[config.mk]
export PLATFORM = sky130hd
export DESIGN_NAME = pipeline_ctrl
export DESIGN_NICKNAME = d
export VERILOG_FILES = /design/src/rtl/pipe_ctrl_pkg.sv /design/src/rtl/load_use_detect.sv /design/src/rtl/pipeline_ctrl.sv
export SDC_FILE = /design/constraint.sdc
export NUM_CORES = 1
export LEC_CHECK = 0
export ABC_AREA = 0
export BUFFER_PORTS_ARGS = -buffer_cell sky130_fd_sc_hd__buf_4
export CORE_AREA = 2 2 39 41
export CTS_CLUSTER_DIAMETER = 200
export DETAILED_ROUTE_END_ITERATION = 8
export DIE_AREA = 0 0 41 43
export PLACE_DENSITY = 0.76
export REMOVE_ABC_BUFFERS = 1
export SYNTH_ARGS = -nofsm -noshare
export SYNTH_HDL_FRONTEND = slang
export SYNTH_SLANG_ARGS = --single-unit
[constraint.sdc]
create_clock -name clock -period 2.9 [get_ports clock]
set_input_delay 0.145 -clock clock [delete_from_list [all_inputs] [get_ports clock]]
set_output_delay 0.145 -clock clock [all_outputs]
set_load 0.02 [all_outputs]
[src/rtl/pipe_ctrl_pkg.sv]
// -----------------------------------------------------------------------------
// pipe_ctrl_pkg
// Shared definitions for the pipeline hazard/stall controller.
//   ctrl_state_t : controller FSM state encoding (also driven on ctrl_state)
//   REG_ZERO     : architectural zero register, never a real dependency
//   PERF_CNT_W   : width of the optional performance counters
//   sat_inc      : saturating increment used by the performance counters
// -----------------------------------------------------------------------------
package pipe_ctrl_pkg;

    typedef enum logic [1:0] {
        ST_RUN        = 2'd0,
        ST_LOAD_STALL = 2'd1,
        ST_FLUSH2     = 2'd2,
        ST_MEM_WAIT   = 2'd3
    } ctrl_state_t;

    localparam logic [4:0] REG_ZERO   = 5'd0;
    localparam int         PERF_CNT_W = 16;

    // Holds at all-ones instead of wrapping.
    function automatic logic [PERF_CNT_W-1:0] sat_inc(input logic [PERF_CNT_W-1:0] value);
        logic [PERF_CNT_W-1:0] one;
        one = {{(PERF_CNT_W-1){1'b0}}, 1'b1};
        return (&value) ? value : value + one;
    endfunction

endpackage

[src/rtl/load_use_detect.sv]
// -----------------------------------------------------------------------------
// load_use_detect
// Combinational load-use hazard compare between the load in EX and the
// instruction in ID.
// Ports:
//   ex_mem_ren  in  1  EX instruction is a load
//   ex_rt       in  5  load destination register
//   id_rs/id_rt in  5  ID source registers
//   id_uses_rt  in  1  ID instruction actually reads rt
//   hazard      out 1  ID must wait one cycle for the load data
// -----------------------------------------------------------------------------
module load_use_detect
    import pipe_ctrl_pkg::*;
(
    input  logic       ex_mem_ren,
    input  logic [4:0] ex_rt,
    input  logic [4:0] id_rs,
    input  logic [4:0] id_rt,
    input  logic       id_uses_rt,
    output logic       hazard
);

    logic rs_match;
    logic rt_match;

    assign rs_match = (ex_rt == id_rs);
    // rt is only a dependency when the ID instruction reads it as a source.
    assign rt_match = id_uses_rt & (ex_rt == id_rt);
    // A load into the zero register produces no value anyone can depend on.
    assign hazard   = ex_mem_ren & (ex_rt != REG_ZERO) & (rs_match | rt_match);

endmodule

[src/rtl/pipeline_ctrl.sv]
// -----------------------------------------------------------------------------
// pipeline_ctrl
// Stall / flush / bubble controller for a 5-stage pipeline.
// Event priority: memory wait > taken branch > load-use hazard.
//
// Ports:
//   clock, reset              in   rising-edge clock, async active-high reset
//   id_rs, id_rt, id_uses_rt  in   ID source operands
//   ex_rt, ex_mem_ren         in   EX load destination / load flag
//   ex_branch_taken           in   taken branch/jump resolved in EX
//   mem_req, mem_ready        in   MEM access request / data memory done
//   pc_en .. mem_wb_en        out  PC and pipeline register load enables
//   if_id_flush, id_ex_flush  out  load a NOP into IF/ID, ID/EX
//   mem_wb_bubble             out  load a bubble into MEM/WB
//   ctrl_state                out  RUN=0, LOAD_STALL=1, FLUSH2=2, MEM_WAIT=3
//
// Optional feature (macro PIPE_CTRL_PERF_EN): adds saturating counters
//   stall_cycles, flush_events, wait_cycles (PERF_CNT_W bits each).
// -----------------------------------------------------------------------------
module pipeline_ctrl
    import pipe_ctrl_pkg::*;
(
    input  logic        clock,
    input  logic        reset,
    input  logic [4:0]  id_rs,
    input  logic [4:0]  id_rt,
    input  logic        id_uses_rt,
    input  logic [4:0]  ex_rt,
    input  logic        ex_mem_ren,
    input  logic        ex_branch_taken,
    input  logic        mem_req,
    input  logic        mem_ready,
    output logic        pc_en,
    output logic        if_id_en,
    output logic        id_ex_en,
    output logic        ex_mem_en,
    output logic        mem_wb_en,
    output logic        if_id_flush,
    output logic        id_ex_flush,
    output logic        mem_wb_bubble,
    output logic [1:0]  ctrl_state
`ifdef PIPE_CTRL_PERF_EN
    ,
    output logic [PERF_CNT_W-1:0] stall_cycles,
    output logic [PERF_CNT_W-1:0] flush_events,
    output logic [PERF_CNT_W-1:0] wait_cycles
`endif
);

    ctrl_state_t state_reg;
    ctrl_state_t state_next;
    // Set when a memory wait interrupts FLUSH2: the second IF/ID flush is
    // still owed and must be delivered on the release cycle.
    logic        flush_pending_reg;
    logic        flush_pending_next;

    ctrl_state_t eff_state;
    logic        eff_pending;
    logic        mem_wait;
    logic        hazard;

    load_use_detect u_load_use_detect (
        .ex_mem_ren (ex_mem_ren),
        .ex_rt      (ex_rt),
        .id_rs      (id_rs),
        .id_rt      (id_rt),
        .id_uses_rt (id_uses_rt),
        .hazard     (hazard)
    );

    assign mem_wait = mem_req & ~mem_ready;

    // While reset is held the outputs are the RUN decode of the live inputs.
    assign eff_state   = reset ? ST_RUN : state_reg;
    assign eff_pending = ~reset & flush_pending_reg;

    always_ff @(posedge clock or posedge reset) begin
        if (reset) begin
            state_reg         <= ST_RUN;
            flush_pending_reg <= 1'b0;
        end else begin
            state_reg         <= state_next;
            flush_pending_reg <= flush_pending_next;
        end
    end

    always_comb begin
        pc_en              = 1'b1;
        if_id_en           = 1'b1;
        id_ex_en           = 1'b1;
        ex_mem_en          = 1'b1;
        mem_wb_en          = 1'b1;
        if_id_flush        = 1'b0;
        id_ex_flush        = 1'b0;
        mem_wb_bubble      = 1'b0;
        state_next         = ST_RUN;
        flush_pending_next = 1'b0;

        if (mem_wait) begin
            // Freeze the whole pipe; MEM/WB receives a bubble so the frozen
            // MEM instruction is not retired twice.
            pc_en         = 1'b0;
            if_id_en      = 1'b0;
            id_ex_en      = 1'b0;
            ex_mem_en     = 1'b0;
            mem_wb_en     = 1'b0;
            mem_wb_bubble = 1'b1;
            state_next    = ST_MEM_WAIT;
            flush_pending_next = (eff_state == ST_FLUSH2) |
                                 ((eff_state == ST_MEM_WAIT) & eff_pending);
        end else if (ex_branch_taken) begin
            if_id_flush = 1'b1;
            id_ex_flush = 1'b1;
            state_next  = ST_FLUSH2;
        end else begin
            unique case (eff_state)
                ST_RUN: begin
                    if (hazard) begin
                        pc_en       = 1'b0;
                        if_id_en    = 1'b0;
                        id_ex_flush = 1'b1;
                        state_next  = ST_LOAD_STALL;
                    end
                end
                ST_LOAD_STALL: begin
                    // Hazard masked: the load has now advanced past EX.
                end
                ST_FLUSH2: begin
                    // Second flush covers the synchronous I-mem fetch that
                    // was already in flight when the branch resolved.
                    if_id_flush = 1'b1;
                end
                ST_MEM_WAIT: begin
                    if (eff_pending) begin
                        if_id_flush = 1'b1;
                    end else if (hazard) begin
                        pc_en       = 1'b0;
                        if_id_en    = 1'b0;
                        id_ex_flush = 1'b1;
                        state_next  = ST_LOAD_STALL;
                    end
                end
                default: begin
                end
            endcase
        end
    end

    assign ctrl_state = state_reg;

`ifdef PIPE_CTRL_PERF_EN
    logic stall_event;
    logic flush_event;
    logic wait_event;

    // A load-use stall is the only decode with pc_en low and id_ex_flush high.
    assign stall_event = ~pc_en & id_ex_flush;
    assign flush_event = ~mem_wait & ex_branch_taken;
    assign wait_event  = mem_wait;

    logic [PERF_CNT_W-1:0] stall_cycles_reg;
    logic [PERF_CNT_W-1:0] flush_events_reg;
    logic [PERF_CNT_W-1:0] wait_cycles_reg;

    always_ff @(posedge clock or posedge reset) begin
        if (reset) begin
            stall_cycles_reg <= '0;
            flush_events_reg <= '0;
            wait_cycles_reg  <= '0;
        end else begin
            if (stall_event) stall_cycles_reg <= sat_inc(stall_cycles_reg);
            if (flush_event) flush_events_reg <= sat_inc(flush_events_reg);
            if (wait_event)  wait_cycles_reg  <= sat_inc(wait_cycles_reg);
        end
    end

    assign stall_cycles = stall_cycles_reg;
    assign flush_events = flush_events_reg;
    assign wait_cycles  = wait_cycles_reg;
`endif

endmodule
==> results.json, run 1 <==
{
  "root_buffer": "clkbuf_4",
  "cp.arrival_ns": 2.29,
  "synth_cell_types": 21,
  "worstMarginPinSlew_ns": 0.3174,
  "synthTopCellsByArea": "xor2_1 20%, dfrtp_1 19%, ha_1 9.3%",
  "multi_input_area_um2": 284.0,
  "core_area_mm2": 0.001384,
  "largest_reg_flops": 2,
  "grt_pass1_wl_um": 1649,
  "cellLeakagePower_uw": 0.0003383,
  "drv_slew": 0,
  "postCtsSetupRepairBufs": 0,
  "clkLatencyLatePin_ns": 0.24,
  "synth-seq-cells": 3,
  "cp.depth": 9,
  "cap_violations": 0,
  "fp.dieW_um": 41,
  "crit_required_ns": 2.76,
  "overflow": 0,
  "rows": 14,
  "p_seq_share_pct": 21.7,
  "antenna_found_initial": 0,
  "crit_family": "buffers and inverters",
  "tritoncts": "yes",
  "utilization_pct": 47.92,
  "die-area_mm2": 0.001763,
  "total_power_uw": 210.6,
  "dr.pass1.iters": 4,
  "clkPwrFrac_pct": 35.6,
  "tns_ns": 0,
  "diodes": 0,
  "hp-start": "ex_branch_taken",
  "start_util_pct": 29.20,
  "p_sw_share_pct": 32.04,
  "ant_nets": 0,
  "skew_ns": 0.002786,
  "rrSetupSlack_ns": 1.31,
  "async_flop_share_pct": 100.0,
  "setup_viol": 0,
  "p_int_uw": 143.1,
  "cp_cell_sequence": "dlygate4sd3_1 -> buf_4 -> inv_1 -> nand2_1 -> ha_1 -> a311o_1 -> o31a_1 -> o31a_1 -> buf_4",
  "hp-class": "input pin to flip-flop",
  "yosys.area.top_type": "xor2_1",
  "cts_htree_levels": 1,
  "regArea_um2": 75.07,
  "r2r_end": "ctrl_state[0]",
  "max_stage_delay_ns": 0.54,
  "critical_path.startpoint": "reset",
  "die_h_um": 43,
  "clock-sinks": 3,
  "yosysWarnings": 0,
  "grt_pass1_vias": 455,
  "yosysTopAreaCellShare_pct": 19.50,
  "drt_wl_total_um": 982,
  "vias": 483,
  "synth_cells": 50,
  "synth_edf_count": 0,
  "reg2regPathDepth": 6,
  "final_cell_mix": "31 x buf_4, 9 x xor2_1, 5 x nor2_1, 4 x nand2b_1",
  "gp_congestion": 0.6927,
  "status": "finished, final reports clean",
  "power_density_mw_per_mm2": 317.6,
  "layout.nets": 108,
  "yosysSeqAreaShare_pct": 18.58,
  "r2r_start": "ctrl_state[1]",
  "grt_max_degree": 10,
  "cp.buffers_inverters": 4,
  "crit_fanout": 6,
  "slew_headroom_pct": 78.84,
  "fillCellCount": 149,
  "portBuffers": 31,
  "clockBufferDepth": 2,
  "fin_crit_sh_pct": 83.96,
  "ys.flop_type": "dfrtp_1",
  "cts_buffers": 3,
  "synth_area_um2": 404.1,
  "final.min_clock_period_ns": 2.435,
  "worstSetupEndpoint": "pc_en",
  "grt_use_total_pct": 13.94,
  "slowest_stage": "dlygate4sd3_1",
  "comb_power_share_pct": 42.8,
  "design_area_um2": 663.1,
  "wire_per_inst_um": 10.02,
  "cp-end-kind": "output port",
  "worstSetupPathType": "input pin to output port",
  "finalHoldViolCount": 0,
  "drt_drc_violations_left": 0,
  "clk_pin_slew_ns": 0.04,
  "placed_cell_area_um2": 626.9,
  "first_iter_violations": 3,
  "rsz0062_at_grt": "false",
  "drive_gt1_share_pct": 43.90,
  "viasPerCell": 4.929,
  "p_sw_uw": 67.48,
  "final_common_cell": "buf_4",
  "worst_setup_path_start_kind": "input pin",
  "syn_to_final_growth_pct": 64.09,
  "max_freq_mhz": 410.7,
  "ioPinCount": 32,
  "irDropWorstVdd_mv": 0.1355,
  "synth.avg_cell_area_um2": 8.083
}
==> cells by family (layout without fill, tap and decap cells) <==
logic type	count (synthesis)	count (layout)	share of synthesized area (%)
flip-flops	3	3	18.58
XOR/XNOR	10	10	21.67
buffers and inverters	8	40	11.14
AND/OR/NAND/NOR	16	16	22.60
adder cells (fa/ha/maj)	3	3	9.289
AO/OA/AOI/OAI	10	10	16.72
==> cells in the mapped netlist, types with 2 or more instances <==
master and n:
nor2_1 5, buf_4 3, or4_1 3, ha_1 3
nand2_1 2, o31a_1 2, xor2_1 9, a21oi_1 2
dfrtp_1 3, o21ai_1 2, nand2b_1 4, inv_1 3
==> worst min-delay path by stage <==
stage	cells past startpoint	slack [ns]	endpoint
3_3_place_gp	2	0.07	ctrl_state[1]
6_report	2	0.13	ctrl_state[1]
2_1_floorplan	1	-0.08	ctrl_state[0]
4_1_cts	2	0.13	ctrl_state[1]
5_1_grt	2	0.14	ctrl_state[1]
3_5_place_dp	2	0.07	ctrl_state[1]
==> worst reg2reg max path, delay by kind of cell (launching register included) <==
family,cells,cell delay [ns]
adders and majority gates,1,0.23
DFF,1,0.34
AOI/OAI and AO/OA,2,0.27
buffers and inverters,1,0.09
and+or+nand+nor,2,0.56
==> cell type report <==
type / count / area share [%]
timing repair buffer: 32 / 36.60
sequential: 3 / 11.32
tap: 16 / 3.019
inverter: 4 / 2.264
clock buffer: 4 / 3.962
multi-input combinational: 39 / 42.83
==> power by group through the flow <==
stage | Combinational [uW] | Clock (uW) | Sequential (uW)
floorplan | 42.3 | 0 | 48.0
global placement | 88.5 | 0 | 46.1
detailed placement | 90.0 | 0 | 46.2
CTS | 91.4 | 79.7 | 45.8
global route | 98.3 | 82.7 | 45.8
finish | 90.0 | 74.9 | 45.7
==> per-layer routing <==
layer	share of wire (%)	track usage (%)	vias to the layer above
met5	0	0	-
met3	9.8	3.141	2
li1	-	-	236
met4	0.81	10.00	0
met2	57	23.75	30
met1	32	13.46	215
==> stage by stage <==
step                setup slack, ns  std cells  hold WS (ns)
floorplan                    0.9673         46      -0.07623
global placement              1.056         93       0.06552
detailed placement            1.022         93       0.06594
CTS                          0.4476         98        0.1296
global route                 0.3260         98        0.1356
finish                       0.4652         98        0.1347
==> repair_timing <==
item	CTS	global route
gates resized for setup	0	0
hold buffers	1	0
endpoints found under the hold margin	3	0
Note: power is estimated with default switching activity, not from simulation.
==> run 2: changes to the inputs <==
--- a/config.mk
+++ b/config.mk
@@ -5,13 +5,13 @@
 export SDC_FILE = /design/constraint.sdc
 export NUM_CORES = 1
 export LEC_CHECK = 0
-export ABC_AREA = 0
+export ABC_AREA = 1
 export BUFFER_PORTS_ARGS = -buffer_cell sky130_fd_sc_hd__buf_4
 export CORE_AREA = 2 2 39 41
 export CTS_CLUSTER_DIAMETER = 200
 export DETAILED_ROUTE_END_ITERATION = 8
 export DIE_AREA = 0 0 41 43
-export PLACE_DENSITY = 0.76
+export PLACE_DENSITY = 0.82
 export REMOVE_ABC_BUFFERS = 1
 export SYNTH_ARGS = -nofsm -noshare
 export SYNTH_HDL_FRONTEND = slang
==> constraint.sdc (replaced) <==
create_clock -name clock -period 2.5 [get_ports clock]
set_input_delay 0.125 -clock clock [delete_from_list [all_inputs] [get_ports clock]]
set_output_delay 0.125 -clock clock [all_outputs]
set_load 0.02 [all_outputs]
==> run 2 against run 1 <==
Against the previous run: sequential share of layout area is 1.3 points lower; synthesized cell count up 82%; final cell count increased by 43%; sequential power increased by 15%; utilization rose by 6.3 points; largest cell class unchanged; highest routed layer is now met3.
==> results.json, run 2 <==
{
  "synthAdderAreaFrac_pct": 7.752,
  "final.min_clock_period_ns": 2.117,
  "status": "finished, final reports clean",
  "cp-end-kind": "output port",
  "tritoncts": "yes",
  "root_buffer": "clkbuf_4",
  "cts_htree_levels": 1,
  "vias": 591,
  "ant_nets": 0,
  "rrSetupSlack_ns": 1.25,
  "clock-sinks": 3,
  "cp.arrival_ns": 1.99,
  "clkLatencyLatePin_ns": 0.23,
  "portBuffers": 31,
  "first_iter_violations": 1,
  "grt_pass1_vias": 546,
  "synth_edf_count": 0,
  "irDropWorstVdd_mv": 0.1431,
  "tns_ns": 0,
  "synth_top_family_by_area": "simple AND/OR/NAND/NOR gates",
  "viasPerCell": 4.221,
  "ioPinCount": 32,
  "hold_buffers": 1,
  "dp_hpwl_um": 1023,
  "slew_headroom_pct": 78.52,
  "rows": 14,
  "yosysSeqAreaShare_pct": 15.50,
  "cts_resized": 0,
  "worstSetupEndpoint": "pc_en",
  "synth-compound-area-share_pct": 8.786,
  "yosys.area.top_type": "nand2_1",
  "reg2regPathDepth": 7,
  "drive_gt1_share_pct": 36.29,
  "ys.flop_type": "dfrtp_1",
  "worstMarginPinSlew_ns": 0.3210,
  "fillCellCount": 158,
  "async_flop_share_pct": 100.0,
  "cts_buffers": 3,
  "fin_crit_sh_pct": 84.67,
  "gp_congestion": 0.6956,
  "syn_to_final_growth_pct": 55.04,
  "stdcell_count": 140,
  "clk_pin_slew_ns": 0.04,
  "synthTopCellsByCount": "34 x nand2_1, 18 x inv_1, 9 x nor2_1",
  "utilization_pct": 54.25,
  "wire_per_inst_um": 8.093,
  "cellLeakagePower_uw": 0.0004900,
  "grt_max_degree": 8,
  "core_area_mm2": 0.001384,
  "synth.avg_cell_area_um2": 5.321,
  "total_power_uw": 249.8,
  "r2r_start": "ctrl_state[0]",
  "synth_xor_area_share_pct": 1.809,
  "worstSetupPathType": "input pin to output port",
  "postCtsSetupRepairBufs": 0,
  "place_inst": 135,
  "yosysTopAreaCellShare_pct": 26.36,
  "synth-seq-cells": 3,
  "die_h_um": 43,
  "cap_violations": 0,
  "setup_ws_ns": 0.3832,
  "largest_reg_flops": 2,
  "critical_path.startpoint": "reset",
  "place_ws_ns": 0.9491,
  "finalHoldViolCount": 0,
  "start_util_pct": 34.99,
  "synth_area_um2": 484.2,
  "yosysWarnings": 0,
  "diodes": 0,
  "skew_ns": 0.002298,
  "synthMuxAreaShare_pct": 0,
  "antenna_found_initial": 0,
  "layout.nets": 150,
  "dr.pass1.iters": 3,
  "clockBufferDepth": 2,
  "crit_required_ns": 2.38,
  "power_density_mw_per_mm2": 332.7,
  "drv_slew": 0,
  "synth_most_common_cell": "nand2_1",
  "final_cell_mix": "34 x nand2_1, 31 x buf_4, 18 x inv_1, 9 x nor2_1, 5 x inv_2",
  "synth_simple_gate_area_share_pct": 43.67,
  "r2r_end": "ctrl_state[0]",
  "die-area_mm2": 0.001763,
  "worst_setup_path_start_kind": "input pin",
  "crit_fanout": 7,
  "grt_use_total_pct": 15.53,
  "synth_cells": 91,
  "rsz0062_at_grt": "false",
  "overflow": 0,
  "hp-class": "input pin to flip-flop",
  "synthTopCellsByArea": "nand2_1 26%, dfrtp_1 16%, inv_1 14%",
  "fp.dieW_um": 41,
  "synth_cell_types": 17,
  "setup_viol": 0,
  "final_common_cell": "nand2_1",
  "drt_wl_total_um": 1133,
  "drt_drc_violations_left": 0,
  "grt_pass1_wl_um": 1932,
  "max_freq_mhz": 472.4
}
[run 2: cell count changes after synthesis, sizes merged, moves of 2 or more]
cell	previous run	this run
nor2	5	9
a21oi	2	5
or4	3	0
nand2	2	36
nand2b	4	0
nand3	0	4
o31a	2	0
inv	4	23
xor2	9	0
[run 2: where the power goes]
group | switching (uW) | internal (uW) | total (uW)
registers | 1.20 | 51.3 | 52.5
clock network | 24.5 | 59.8 | 84.3
logic | 58.3 | 54.7 | 113
[run 2: stage by stage]
step	instance area, um^2	hold slack [ns]
finish	750.7	0.08450
global route	750.7	0.09081
CTS	750.7	0.07629
detailed placement	714.4	0.04522
global placement	714.4	0.03910
floorplan	461.7	-0.08891
[run 2: critical path: stages]
cell and delay, ns:
dlygate4sd3_1 0.53, buf_4 0.13, inv_1 0.16, nand2_1 0.12
inv_1 0.11, ha_1 0.20, nand3_1 0.13, nand2_1 0.08
inv_1 0.04, a21oi_1 0.19, buf_4 0.18
[run 2: how the worst min path moves through the flow]
| stage | from | end | slack, ns | cells after the start |
|---|---|---|---|---|
| 2_1_floorplan | reset | ctrl_state[0] | -0.09 | 1 |
| 3_3_place_gp | reset | ctrl_state[1] | 0.04 | 2 |
| 3_5_place_dp | reset | ctrl_state[1] | 0.05 | 2 |
| 4_1_cts | ex_branch_taken | ctrl_state[0] | 0.08 | 2 |
| 5_1_grt | ex_branch_taken | ctrl_state[0] | 0.09 | 2 |
| 6_report | ex_branch_taken | ctrl_state[0] | 0.08 | 2 |
[run 2: cell type report]
type	count	area, um^2	share of cell area, %
multi-input cells	62	300.3	40.00
repair buffers	32	242.7	32.33
inverters	23	86.33	11.50
flip-flops and latches	3	75.07	10.00
clock buffers	4	26.28	3.500
well taps	16	20.02	2.667
[run 2: routing by layer]
layer / part of all wire [%] / up-vias / global-route usage [%] / wire (um)
li1: - / 331 / - / -
met1: 36 / 238 / 15.02 / 413
met2: 55 / 22 / 29.69 / 621
met3: 8.6 / 0 / 2.094 / 98
met4: 0 / 0 / 6.000 / 0
met5: 0 / - / 0 / 0
[run 2: cells by family (layout without fill, tap and decap cells)]
| group | Yosys count | after routing |
|---|---|---|
| adder cells (fa/ha/maj) | 3 | 3 |
| AO/OA/AOI/OAI | 7 | 7 |
| AND/OR/NAND/NOR | 51 | 51 |
| flip-flops | 3 | 3 |
| XOR/XNOR | 1 | 1 |
| buffers and inverters | 26 | 59 |
==> run 3: changes to the inputs <==
--- a/config.mk
+++ b/config.mk
@@ -7,11 +7,10 @@
 export LEC_CHECK = 0
 export ABC_AREA = 1
 export BUFFER_PORTS_ARGS = -buffer_cell sky130_fd_sc_hd__buf_4
-export CORE_AREA = 2 2 39 41
+export CORE_UTILIZATION = 36
 export CTS_CLUSTER_DIAMETER = 200
 export DETAILED_ROUTE_END_ITERATION = 8
-export DIE_AREA = 0 0 41 43
-export PLACE_DENSITY = 0.82
+export PLACE_DENSITY = 0.84
 export REMOVE_ABC_BUFFERS = 1
 export SYNTH_ARGS = -nofsm -noshare
 export SYNTH_HDL_FRONTEND = slang
==> constraint.sdc (replaced) <==
create_clock -name clock -period 1.8 [get_ports clock]
set_input_delay 0.09 -clock clock [delete_from_list [all_inputs] [get_ports clock]]
set_output_delay 0.09 -clock clock [all_outputs]
set_load 0.02 [all_outputs]
==> run 3 against run 2 <==
Against the previous run: die area shrank 15%; count of clock-buffer cells in the layout is the same; combinational power grew 40%; cell area shrank 0.33%.
==> results.json, run 3 (synthesis gave the netlist of run 2 again) <==
{
  "fillCellCount": 130,
  "layout.nets": 150,
  "ant_nets": 0,
  "worstSetupPathType": "flip-flop to output port",
  "fin_crit_sh_pct": 94.13,
  "crit_required_ns": 1.71,
  "worst_setup_path_start_kind": "flip-flop",
  "worstMarginPinSlew_ns": 0.3610,
  "whs_path_depth": 2,
  "cts_buffers": 3,
  "tns_ns": 0,
  "overflow": 0,
  "power_density_mw_per_mm2": 470.4,
  "critPathMostFrequentCell": "nand2_1",
  "comb_power_share_pct": 44.9,
  "cellLeakagePower_uw": 0.0004900,
  "clock-sinks": 3,
  "crit_fanout": 3,
  "p_seq_share_pct": 20.9,
  "p_sw_share_pct": 34.48,
  "grt_use_total_pct": 18.47,
  "setup_viol": 0,
  "gp_congestion": 0.6935,
  "p_sw_uw": 121.3,
  "viasPerCell": 4.551,
  "start_util_pct": 41.35,
  "clkLatencyLatePin_ns": 0.24,
  "place_ws_ns": 0.3407,
  "regArea_um2": 75.07,
  "cp_cell_sequence": "nand2_1 -> inv_1 -> ha_1 -> or2_2 -> nand2_1 -> a21oi_1 -> buf_4",
  "final_common_cell": "nand2_1",
  "rows": 12,
  "tritoncts": "yes",
  "grt_pass1_vias": 535,
  "slew_headroom_pct": 75.84,
  "grt_pass1_wl_um": 1849,
  "first_iter_violations": 11,
  "vias": 628,
  "finalHoldViolCount": 0,
  "dr.pass1.iters": 6,
  "final_cell_mix": "34 x nand2_1, 31 x buf_4, 18 x inv_1, 9 x nor2_1, 5 x inv_2",
  "rsz0062_at_grt": "false",
  "irDropWorstVdd_mv": 0.2144,
  "clk_pin_slew_ns": 0.03,
  "skew_ns": 0.005587,
  "grt_max_degree": 7,
  "hp-class": "input pin to flip-flop",
  "max_stage_delay_ns": 0.38,
  "final.min_clock_period_ns": 1.694,
  "cap_violations": 0,
  "fp.dieW_um": 38.68,
  "drv_slew": 0,
  "p_int_uw": 230.6,
  "status": "finished, final reports clean",
  "multi_input_area_um2": 300.3,
  "drive_gt1_share_pct": 36.29,
  "setup_ws_ns": 0.1056,
  "clkPwrFrac_pct": 34.2,
  "diodes": 0,
  "reg2regPathDepth": 7,
  "wire_per_inst_um": 8.717,
  "largest_reg_flops": 2,
  "cp-end-kind": "output port",
  "dp_hpwl_um": 1021,
  "syn_to_final_growth_pct": 54.52,
  "core_area_mm2": 0.001171,
  "portBuffers": 31,
  "ioPinCount": 32,
  "antenna_found_initial": 0,
  "root_buffer": "clkbuf_4",
  "die_h_um": 38.68,
  "cts_resized": 0,
  "drt_drc_violations_left": 0,
  "clockBufferDepth": 2,
  "cp.arrival_ns": 1.60,
  "cts_htree_levels": 1,
  "slowest_stage": "dfrtp_1",
  "die-area_mm2": 0.001496,
  "max_freq_mhz": 590.2,
  "drt_wl_total_um": 1203
}
[run 3: cell counts in the layout (fill, tap and decap cells not counted)]
Identical to the previous run, type by type.
[run 3: final cells by class]
cell class                      instances  share of cell area (%)
Sequential cell                         3                   10.03
Clock buffer                            4                   3.512
Inverter                               23                   11.54
Multi-Input combinational cell         62                   40.13
Tap cell                               14                   2.341
Timing Repair Buffer                   32                   32.44
[run 3: path summary, 6_finish.rpt]
path	from	to	slack (ns)
worst max-delay path	ctrl_state[0]	if_id_en	0.11
worst min-delay path	ex_branch_taken	ctrl_state[0]	0.05
worst max register to register	ctrl_state[0]	ctrl_state[0]	0.55
worst min register to register	flush_pending_reg	flush_pending_reg	0.62
max in group asynchronous	reset	flush_pending_reg	1.26
min in group asynchronous	reset	ctrl_state[1]	0.38
[run 3: critical path: cells and delay by family (launching register included)]
| kind | cells | cell delay [ns] |
|---|---|---|
| flip-flops | 1 | 0.38 |
| AND/OR/NAND/NOR | 3 | 0.47 |
| adder cells (fa/ha/maj) | 1 | 0.21 |
| AO/OA/AOI/OAI | 1 | 0.07 |
| buffers and inverters | 2 | 0.23 |
[run 3: metal layers]
layer  vias to the layer above  share of wire [%]  track usage [%]
met5                         -                  0                0
met4                         0                3.3            18.10
met3                         4                8.0                0
met2                        37                 51            35.42
met1                       257                 38            16.90
li1                        330                  -                -
[run 3: repair_timing]
| item | 4_1_cts | 5_1_grt |
|---|---|---|
| buffers inserted | 0 | 0 |
| hold buffers | 1 | 0 |
| endpoints found under the setup margin | 0 | 0 |
| endpoints found under the hold margin | 3 | 0 |
[run 3: power groups by stage]
stage / logic (uW) / clock network (uW) / registers [uW]
floorplan: 78.2 / 0 / 77.2
global placement: 153 / 0 / 74.1
detailed placement: 157 / 0 / 74.1
CTS: 159 / 127 / 73.3
global route: 175 / 128 / 73.5
finish: 158 / 120 / 73.4
[run 3: per-stage QoR]
stage | util (%) | instances | cell area [um^2] | power [uW] | hold slack (ns)
after floorplan | - | 88 | 461.7 | 155.4 | -0.1239
after global placement | 60.79 | 133 | 711.9 | 227.0 | 0.004609
after detailed placement | 60.79 | 133 | 711.9 | 231.0 | 0.01443
after CTS | 63.89 | 138 | 748.2 | 359.6 | 0.04591
after global routing | 63.89 | 138 | 748.2 | 377.4 | 0.06120
final | 63.89 | 138 | 748.2 | 351.9 | 0.05483
